$ cat config.mk
export PLATFORM = sky130hd
export DESIGN_NAME = tdm_demux
export DESIGN_NICKNAME = d
export VERILOG_FILES = /design/src/rtl/tdm_demux.sv
export SDC_FILE = /design/constraint.sdc
export NUM_CORES = 1
export LEC_CHECK = 0
export CAP_MARGIN = 10
export CORE_AREA = 2 2 43 45
export CTS_CLUSTER_SIZE = 25
export DETAILED_ROUTE_END_ITERATION = 10
export DIE_AREA = 0 0 45 47
export GPL_TIMING_DRIVEN = 0
export HOLD_SLACK_MARGIN = 0.02
export PLACE_DENSITY = 0.7
export SLEW_MARGIN = 20
export SYNTH_ARGS = -nofsm -noshare
export SYNTH_HDL_FRONTEND = slang
export SYNTH_SLANG_ARGS = --single-unit
export TNS_END_PERCENT = 5
$ cat constraint.sdc
create_clock -name clk -period 2.68 [get_ports clk]
set_input_delay 0.536 -clock clk [delete_from_list [all_inputs] [get_ports clk]]
set_output_delay 0.536 -clock clk [all_outputs]
set_load 0.1 [all_outputs]
$ cat src/rtl/tdm_demux.sv
// Time-division demultiplexer: steers a framed serial word stream into per-channel output slots.
// Optional double-buffered output (all slots update together) enabled by TDM_DEMUX_DBLBUF_EN.
module tdm_demux #(
    parameter int unsigned WIDTH    = 1,
    parameter int unsigned CHANNELS = 2,
    parameter int unsigned SEL_W    = 1
) (
    input  logic                      clk,
    input  logic                      rst,
    input  logic [WIDTH-1:0]          d,
    input  logic                      d_valid,
    input  logic                      fs,
    output logic [CHANNELS*WIDTH-1:0] y,
    output logic [SEL_W-1:0]          s,
    output logic                      frame_valid,
    output logic                      locked,
    output logic                      sync_err,
    output logic [7:0]                err_cnt
);

    localparam logic [SEL_W-1:0] LastSlot = SEL_W'(CHANNELS - 1);

    typedef enum logic [0:0] {StHunt, StRun} state_e;

    state_e                    state_q, state_d;
    logic [SEL_W-1:0]          s_q, s_d;
    logic [CHANNELS*WIDTH-1:0] y_q, y_d;
    logic                      frame_valid_q, frame_valid_d;
    logic                      sync_err_q, sync_err_d;
    logic [7:0]                err_cnt_q, err_cnt_d;
    logic                      wr_en;
    logic [SEL_W-1:0]          wr_slot;
    logic                      err_inc;

`ifdef TDM_DEMUX_DBLBUF_EN
    logic [CHANNELS*WIDTH-1:0] shadow_q, shadow_d;
`endif

    always_comb begin
        state_d       = state_q;
        s_d           = s_q;
        y_d           = y_q;
        frame_valid_d = 1'b0;
        sync_err_d    = 1'b0;
        err_cnt_d     = err_cnt_q;
        wr_en         = 1'b0;
        wr_slot       = '0;
        err_inc       = 1'b0;

        if (d_valid) begin
            unique case (state_q)
                StHunt: begin
                    if (fs) begin
                        wr_en   = 1'b1;
                        s_d     = SEL_W'(1);
                        state_d = StRun;
                    end
                end
                StRun: begin
                    if (fs) begin
                        // Early fs abandons the partial frame and restarts at slot 0.
                        err_inc = (s_q != '0);
                        wr_en   = 1'b1;
                        s_d     = SEL_W'(1);
                    end else if (s_q == '0) begin
                        err_inc = 1'b1;
                        state_d = StHunt;
                    end else begin
                        wr_en   = 1'b1;
                        wr_slot = s_q;
                        if (s_q == LastSlot) begin
                            s_d           = '0;
                            frame_valid_d = 1'b1;
                        end else begin
                            s_d = s_q + 1'b1;
                        end
                    end
                end
            endcase
        end

        if (err_inc) begin
            sync_err_d = 1'b1;
            if (err_cnt_q != 8'hFF) begin
                err_cnt_d = err_cnt_q + 8'd1;
            end
        end

`ifdef TDM_DEMUX_DBLBUF_EN
        shadow_d = shadow_q;
        if (wr_en) begin
            shadow_d[int'(wr_slot)*WIDTH +: WIDTH] = d;
        end
        if (frame_valid_d) begin
            y_d = shadow_d;
        end
`else
        if (wr_en) begin
            y_d[int'(wr_slot)*WIDTH +: WIDTH] = d;
        end
`endif
    end

    always_ff @(posedge clk) begin
        if (rst) begin
            state_q       <= StHunt;
            s_q           <= '0;
            y_q           <= '0;
            frame_valid_q <= 1'b0;
            sync_err_q    <= 1'b0;
            err_cnt_q     <= 8'd0;
`ifdef TDM_DEMUX_DBLBUF_EN
            shadow_q      <= '0;
`endif
        end else begin
            state_q       <= state_d;
            s_q           <= s_d;
            y_q           <= y_d;
            frame_valid_q <= frame_valid_d;
            sync_err_q    <= sync_err_d;
            err_cnt_q     <= err_cnt_d;
`ifdef TDM_DEMUX_DBLBUF_EN
            shadow_q      <= shadow_d;
`endif
        end
    end

    assign y           = y_q;
    assign s           = s_q;
    assign frame_valid = frame_valid_q;
    assign sync_err    = sync_err_q;
    assign err_cnt     = err_cnt_q;
    assign locked      = (state_q == StRun);

endmodule

==> results of run 1 <==
==> cell type report <==
type | count | area (µm²)
flip-flops and latches | 14 | 280
well taps | 17 | 21.3
plain buffers | 1 | 3.75
repair buffers | 18 | 180
inverters | 3 | 11.3
clock buffers | 4 | 36.3
multi-input cells | 55 | 384
fillers | 145 | 734
==> metrics by stage <==
step | setup WS [ns] | utilization (%) | hold WS [ns] | area, µm²
finish | 0.136 | 55.5 | 0.487 | 917
floorplan | 0.474 | - | 0.608 | 679
global route | 0.0802 | 55.5 | 0.525 | 917
global placement | 0.451 | 53.3 | 0.461 | 881
CTS | 0.120 | 55.5 | 0.488 | 917
detailed placement | 0.416 | 53.3 | 0.475 | 881
==> where the power goes <==
group,internal (mW),switching [mW],leakage [nW]
Combinational,0.0222,0.0460,0.213
Clock,0.0826,0.0677,0.0210
Sequential,0.212,0.00513,0.113
==> registers in the layout (all words and copies together), names as in the netlist <==
| register | count |
|---|---|
| err_cnt | 8 |
| frame_valid | 1 |
| locked | 1 |
| s | 1 |
| sync_err | 1 |
| y | 2 |
==> metal layers <==
metal	share of wire, %	global-route usage (%)	vias up
met4	1.3	8.82	0
met3	3.8	2.31	4
met1	48	22.4	280
li1	-	-	315
met5	0	0	-
met2	47	23.7	18
==> worst min-delay path by stage <==
stage          startpoint         end  slack (ns)  depth (start not counted)
5_1_grt              y[0]        y[0]        0.53                          2
3_3_place_gp         y[1]        y[1]        0.46                          2
2_1_floorplan         rst  err_cnt[6]        0.61                          1
3_5_place_dp         y[1]        y[1]        0.47                          2
6_report             y[1]        y[1]        0.49                          2
4_1_cts              y[1]        y[1]        0.49                          2
==> layout by cell type (no fill, tap or decap), types with 2 or more instances in the layout <==
cell / count
clkdlybuf4s50_1: 18
dfxtp_1: 14
nor2_1: 11
nand2_1: 6
nand3_1: 4
a21oi_1: 4
inv_1: 3
mux2i_1: 3
nor3_1: 3
a311oi_1: 3
ha_1: 3
clkbuf_4: 3
o21ai_0: 2
a31oi_1: 2
==> kinds of logic (layout without fill, tap and decap cells) <==
family,after synthesis,in the layout,synth area share [%]
simple gates,33,33,27.8
xor+xnor,1,1,1.29
mux,3,3,4.42
compound gates,15,15,17.5
buf+inv,4,26,2.21
fa+ha+maj,3,3,5.53
flops,14,14,41.3
==> results_dict.tcl, run 1 <==
set metrics [dict create \
    root_buffer "clkbuf_4" \
    ys_ff_latch 14 \
    cts_hold_buf 0 \
    ys_async_sr_fraction_pct 0 \
    worstPathRequired_ns 2.14 \
    vias 617 \
    drt-initial-drc-count 27 \
    netlist_instances 73 \
    synthDominantCellAreaShare_pct 41.3 \
    die_area_um2 2120 \
    timing.rr.end "err_cnt[1]" \
    wl_per_cell_um 12.8 \
    cts_buffers 3 \
    irDropWorstVdd_uv 323 \
    dpl.hpwl_um 1070 \
    hold_viol_final 0 \
    tightest_slew_ns 0.971 \
    cp.arrival_ns 2.01 \
    layout-drive-gt1-share_pct 10.5 \
    synth_nets 81 \
    floorplan.initialDensity_pct 41.1 \
    synthTopCellsByCount "dfxtp_1 (14), nor2_1 (11), nand2_1 (6)" \
    clk_pin_slew_ns 0.08 \
    yosysWarningCount 0 \
    synth-edff-count 0 \
    drt-total-wl_um 1430 \
    path_buf_inv 1 \
    diodes 0 \
    first_pass_iters 4 \
    hp-class "reg2reg" \
    critPathTopFamily "buffers and inverters" \
    start_kind "flop" \
    cellLeakagePower_nw 0.347 \
    power_mw 0.436 \
    area_delta_synth_final_pct 35.0 \
    insertion_delay_ns 0.28 \
    htree_levels 1 \
    crit_path_max_fanout 9 \
    cp-endpoint "locked" \
    skew_ns 0.000827 \
    final_antenna_net_count 0 \
    dieWidth_um 45 \
    finalSetupTns_ns 0 \
    cts_tree "done" \
    r2r_start "err_cnt[0]" \
    critPathCaptureType "output pin" \
    r2r_setup_slack_ns 1.09 \
    synth.most_common_cell "dfxtp_1" \
    ys_seq_area_share_pct 41.3 \
    synth_top_cells_by_area "dfxtp_1 (41%), nor2_1 (6.1%), ha_1 (5.5%)" \
    clock_path_buffers 2 \
    drc_errors 0 \
    pwr_density_cell_nw_per_um2 475 \
    grt_pass1_vias 548 \
    worstRegToRegCells 5 \
    critical_path_depth 1 \
    cts_sinks 14 \
    fin_nets 104 \
    core_um2 1650 \
    grt_max_degree 11 \
    cp-startpoint "locked" \
    overflow 0 \
    min_period_over_period_pct 94.9 \
    relSlewSlack_pct 35.1 \
    rsz0062_at_grt "no" \
    synth.distinct_cells 27 \
    maxCapViolations 0 \
    dp_cells 108 \
    avgSynthCellArea_um2 9.31 \
    pin_count 19 \
    viasPerCell 5.51 \
    synth_top_cell_by_area "dfxtp_1" \
    worstPathCellList "clkdlybuf4s50_1" \
    die_height_um 47 \
    instances_no_fill 112 \
    max_stage_delay_ns 1.20 \
    ys.flop_type "dfxtp_1" \
    finalCriticalPeriod_ns 2.54 \
    fmax_mhz 393 \
    cts-resized-gates 0 \
    grt_usage_pct 16.0 \
    antenna_found_initial 0 \
    setup_violations 0 \
    outcome "completed" \
    crit_type "reg2out" \
    num_rows 15 \
    syn_area_um2 679 \
    postCtsSetupBuffers 0 \
    crit_slowest_cell "clkdlybuf4s50_1" \
    gp_congestion 0.753 \
    grt_pass1_wl_um 2390 \
    port_buffers 18 \
    maxSlewViolCount 0 \
]
Note: power is estimated with default switching activity, not from simulation.
==> inputs of run 2 (changes only) <==
- CORE_AREA: 2 2 43 45 -> 5 5 46 48
- DIE_AREA: 0 0 45 47 -> 0 0 51 53
- clock period: 2.68 -> 2.7 ns (I/O delays scaled with it)
==> results_dict.tcl, run 2 (synthesis results as in run 1) <==
set metrics [dict create \
    fin_nets 104 \
    critPathCaptureType "output pin" \
    grt_max_degree 11 \
    min_period_over_period_pct 93.9 \
    grt_usage_pct 12.2 \
    outcome "completed" \
    intPower_mw 0.314 \
    pwr-share-comb_pct 15.7 \
    dpl.hpwl_um 1030 \
    whs_endpoint "y[1]" \
    finalInstanceArea_um2 917 \
    die_height_um 53 \
    tightest_slew_ns 0.973 \
    cp.arrival_ns 2.00 \
    grt_pass1_vias 566 \
    final_core_util_pct 54.9 \
    rsz0062_at_grt "no" \
    drt-initial-drc-count 2 \
    r2r_start "err_cnt[0]" \
    postCtsSetupBuffers 0 \
    clk_pin_slew_ns 0.09 \
    setup_violations 0 \
    instances_no_fill 112 \
    start_kind "flop" \
    maxCapViolations 0 \
    r2r_setup_slack_ns 1.15 \
    insertion_delay_ns 0.27 \
    power_mw 0.432 \
    skew_ns 0.000358 \
    cts_hold_buf 0 \
    area_delta_synth_final_pct 35.0 \
    viasPerCell 5.37 \
    final_cell_mix "clkdlybuf4s50_1 (18), dfxtp_1 (14), nor2_1 (11)" \
    hp-class "reg2reg" \
    gp_congestion 0.849 \
    power.share.sequential_pct 49.8 \
    dp_cells 108 \
    grt_pass1_wl_um 2530 \
    critPathTopFamily "buffers and inverters" \
    hold_path_depth 2 \
    root_buffer "clkbuf_4" \
    maxSlewViolCount 0 \
    overflow 0 \
    fmax_mhz 394 \
    final_antenna_net_count 0 \
    finalSetupTns_ns 0 \
    crit_type "reg2out" \
    first_pass_iters 4 \
    relSlewSlack_pct 34.9 \
    cts_buffers 3 \
    hold_path.startpoint "y[1]" \
    worstPathRequired_ns 2.16 \
    crit_slowest_cell "clkdlybuf4s50_1" \
    swShare_pct 27.3 \
    hold_viol_final 0 \
    cellLeakagePower_nw 0.347 \
    clock_path_buffers 2 \
    cts-resized-gates 0 \
    drc_errors 0 \
    die_area_um2 2700 \
    finalCriticalPeriod_ns 2.54 \
    dieWidth_um 51 \
    place_area_um2 881 \
    num_rows 15 \
    crit_path_max_fanout 9 \
    pwr_density_cell_nw_per_um2 471 \
    power.share.clock_pct 34.5 \
    core_um2 1670 \
    timing.rr.end "err_cnt[1]" \
    path_buf_inv 1 \
    largest_register_ffs 8 \
    htree_levels 1 \
    port_buffers 18 \
    worstPathCellList "clkdlybuf4s50_1" \
    irDropWorstVdd_uv 253 \
    cts_sinks 14 \
    worstRegToRegCells 5 \
    pin_count 19 \
    floorplan.initialDensity_pct 40.7 \
    layout-drive-gt1-share_pct 10.5 \
    switchingPower_mw 0.118 \
    wl_per_cell_um 12.2 \
    max_stage_delay_ns 1.20 \
    cts_tree "done" \
    antenna_found_initial 0 \
    diodes 0 \
    final_common_cell "clkdlybuf4s50_1" \
    vias 601 \
    drt-total-wl_um 1360 \
]
## run 2: cell counts in the layout (fill, tap and decap cells not counted)
Identical to the previous run, type by type.
## run 2: worst min-delay path, cell delays in order (launching register included)
cell and delay [ns]:
dfxtp_1 0.32, o21ai_0 0.07, a21oi_1 0.06
## run 2: final cells by class
cell class	count	area, µm²
fillers	158	753
multi-input cells	55	384
flip-flops and latches	14	280
repair buffers	18	180
clock buffers	4	36.3
well taps	17	21.3
inverters	3	11.3
plain buffers	1	3.75
## run 2: power groups by stage
stage / Combinational, mW / Clock (mW) / Sequential (mW)
after floorplan: 0.0185 / 0 / 0.249
after global placement: 0.0672 / 0 / 0.220
final: 0.0678 / 0.149 / 0.215
after detailed placement: 0.0679 / 0 / 0.220
after CTS: 0.0682 / 0.154 / 0.215
after global routing: 0.0720 / 0.171 / 0.217
## run 2: through the flow
stage	setup WS (ns)	hold WS, ns
after floorplan	0.494	0.612
after global placement	0.471	0.461
after detailed placement	0.450	0.482
after CTS	0.158	0.499
after global routing	0.0647	0.529
final	0.164	0.500
## run 2: per-layer routing
metal	global-route usage [%]	vias up	share of wire, %
met2	19.7	9	46
met4	5.38	0	1.7
li1	-	314	-
met3	2.82	4	2.8
met5	0	-	0
met1	15.4	274	50
## run 2: worst max path at each step
stage,slack [ns],cells past startpoint,end,start
2_1_floorplan,0.49,5,err_cnt[1],err_cnt[0]
3_3_place_gp,0.47,7,err_cnt[7],fs
3_5_place_dp,0.45,7,err_cnt[6],fs
4_1_cts,0.16,1,locked,locked
5_1_grt,0.06,1,locked,locked
6_report,0.16,1,locked,locked
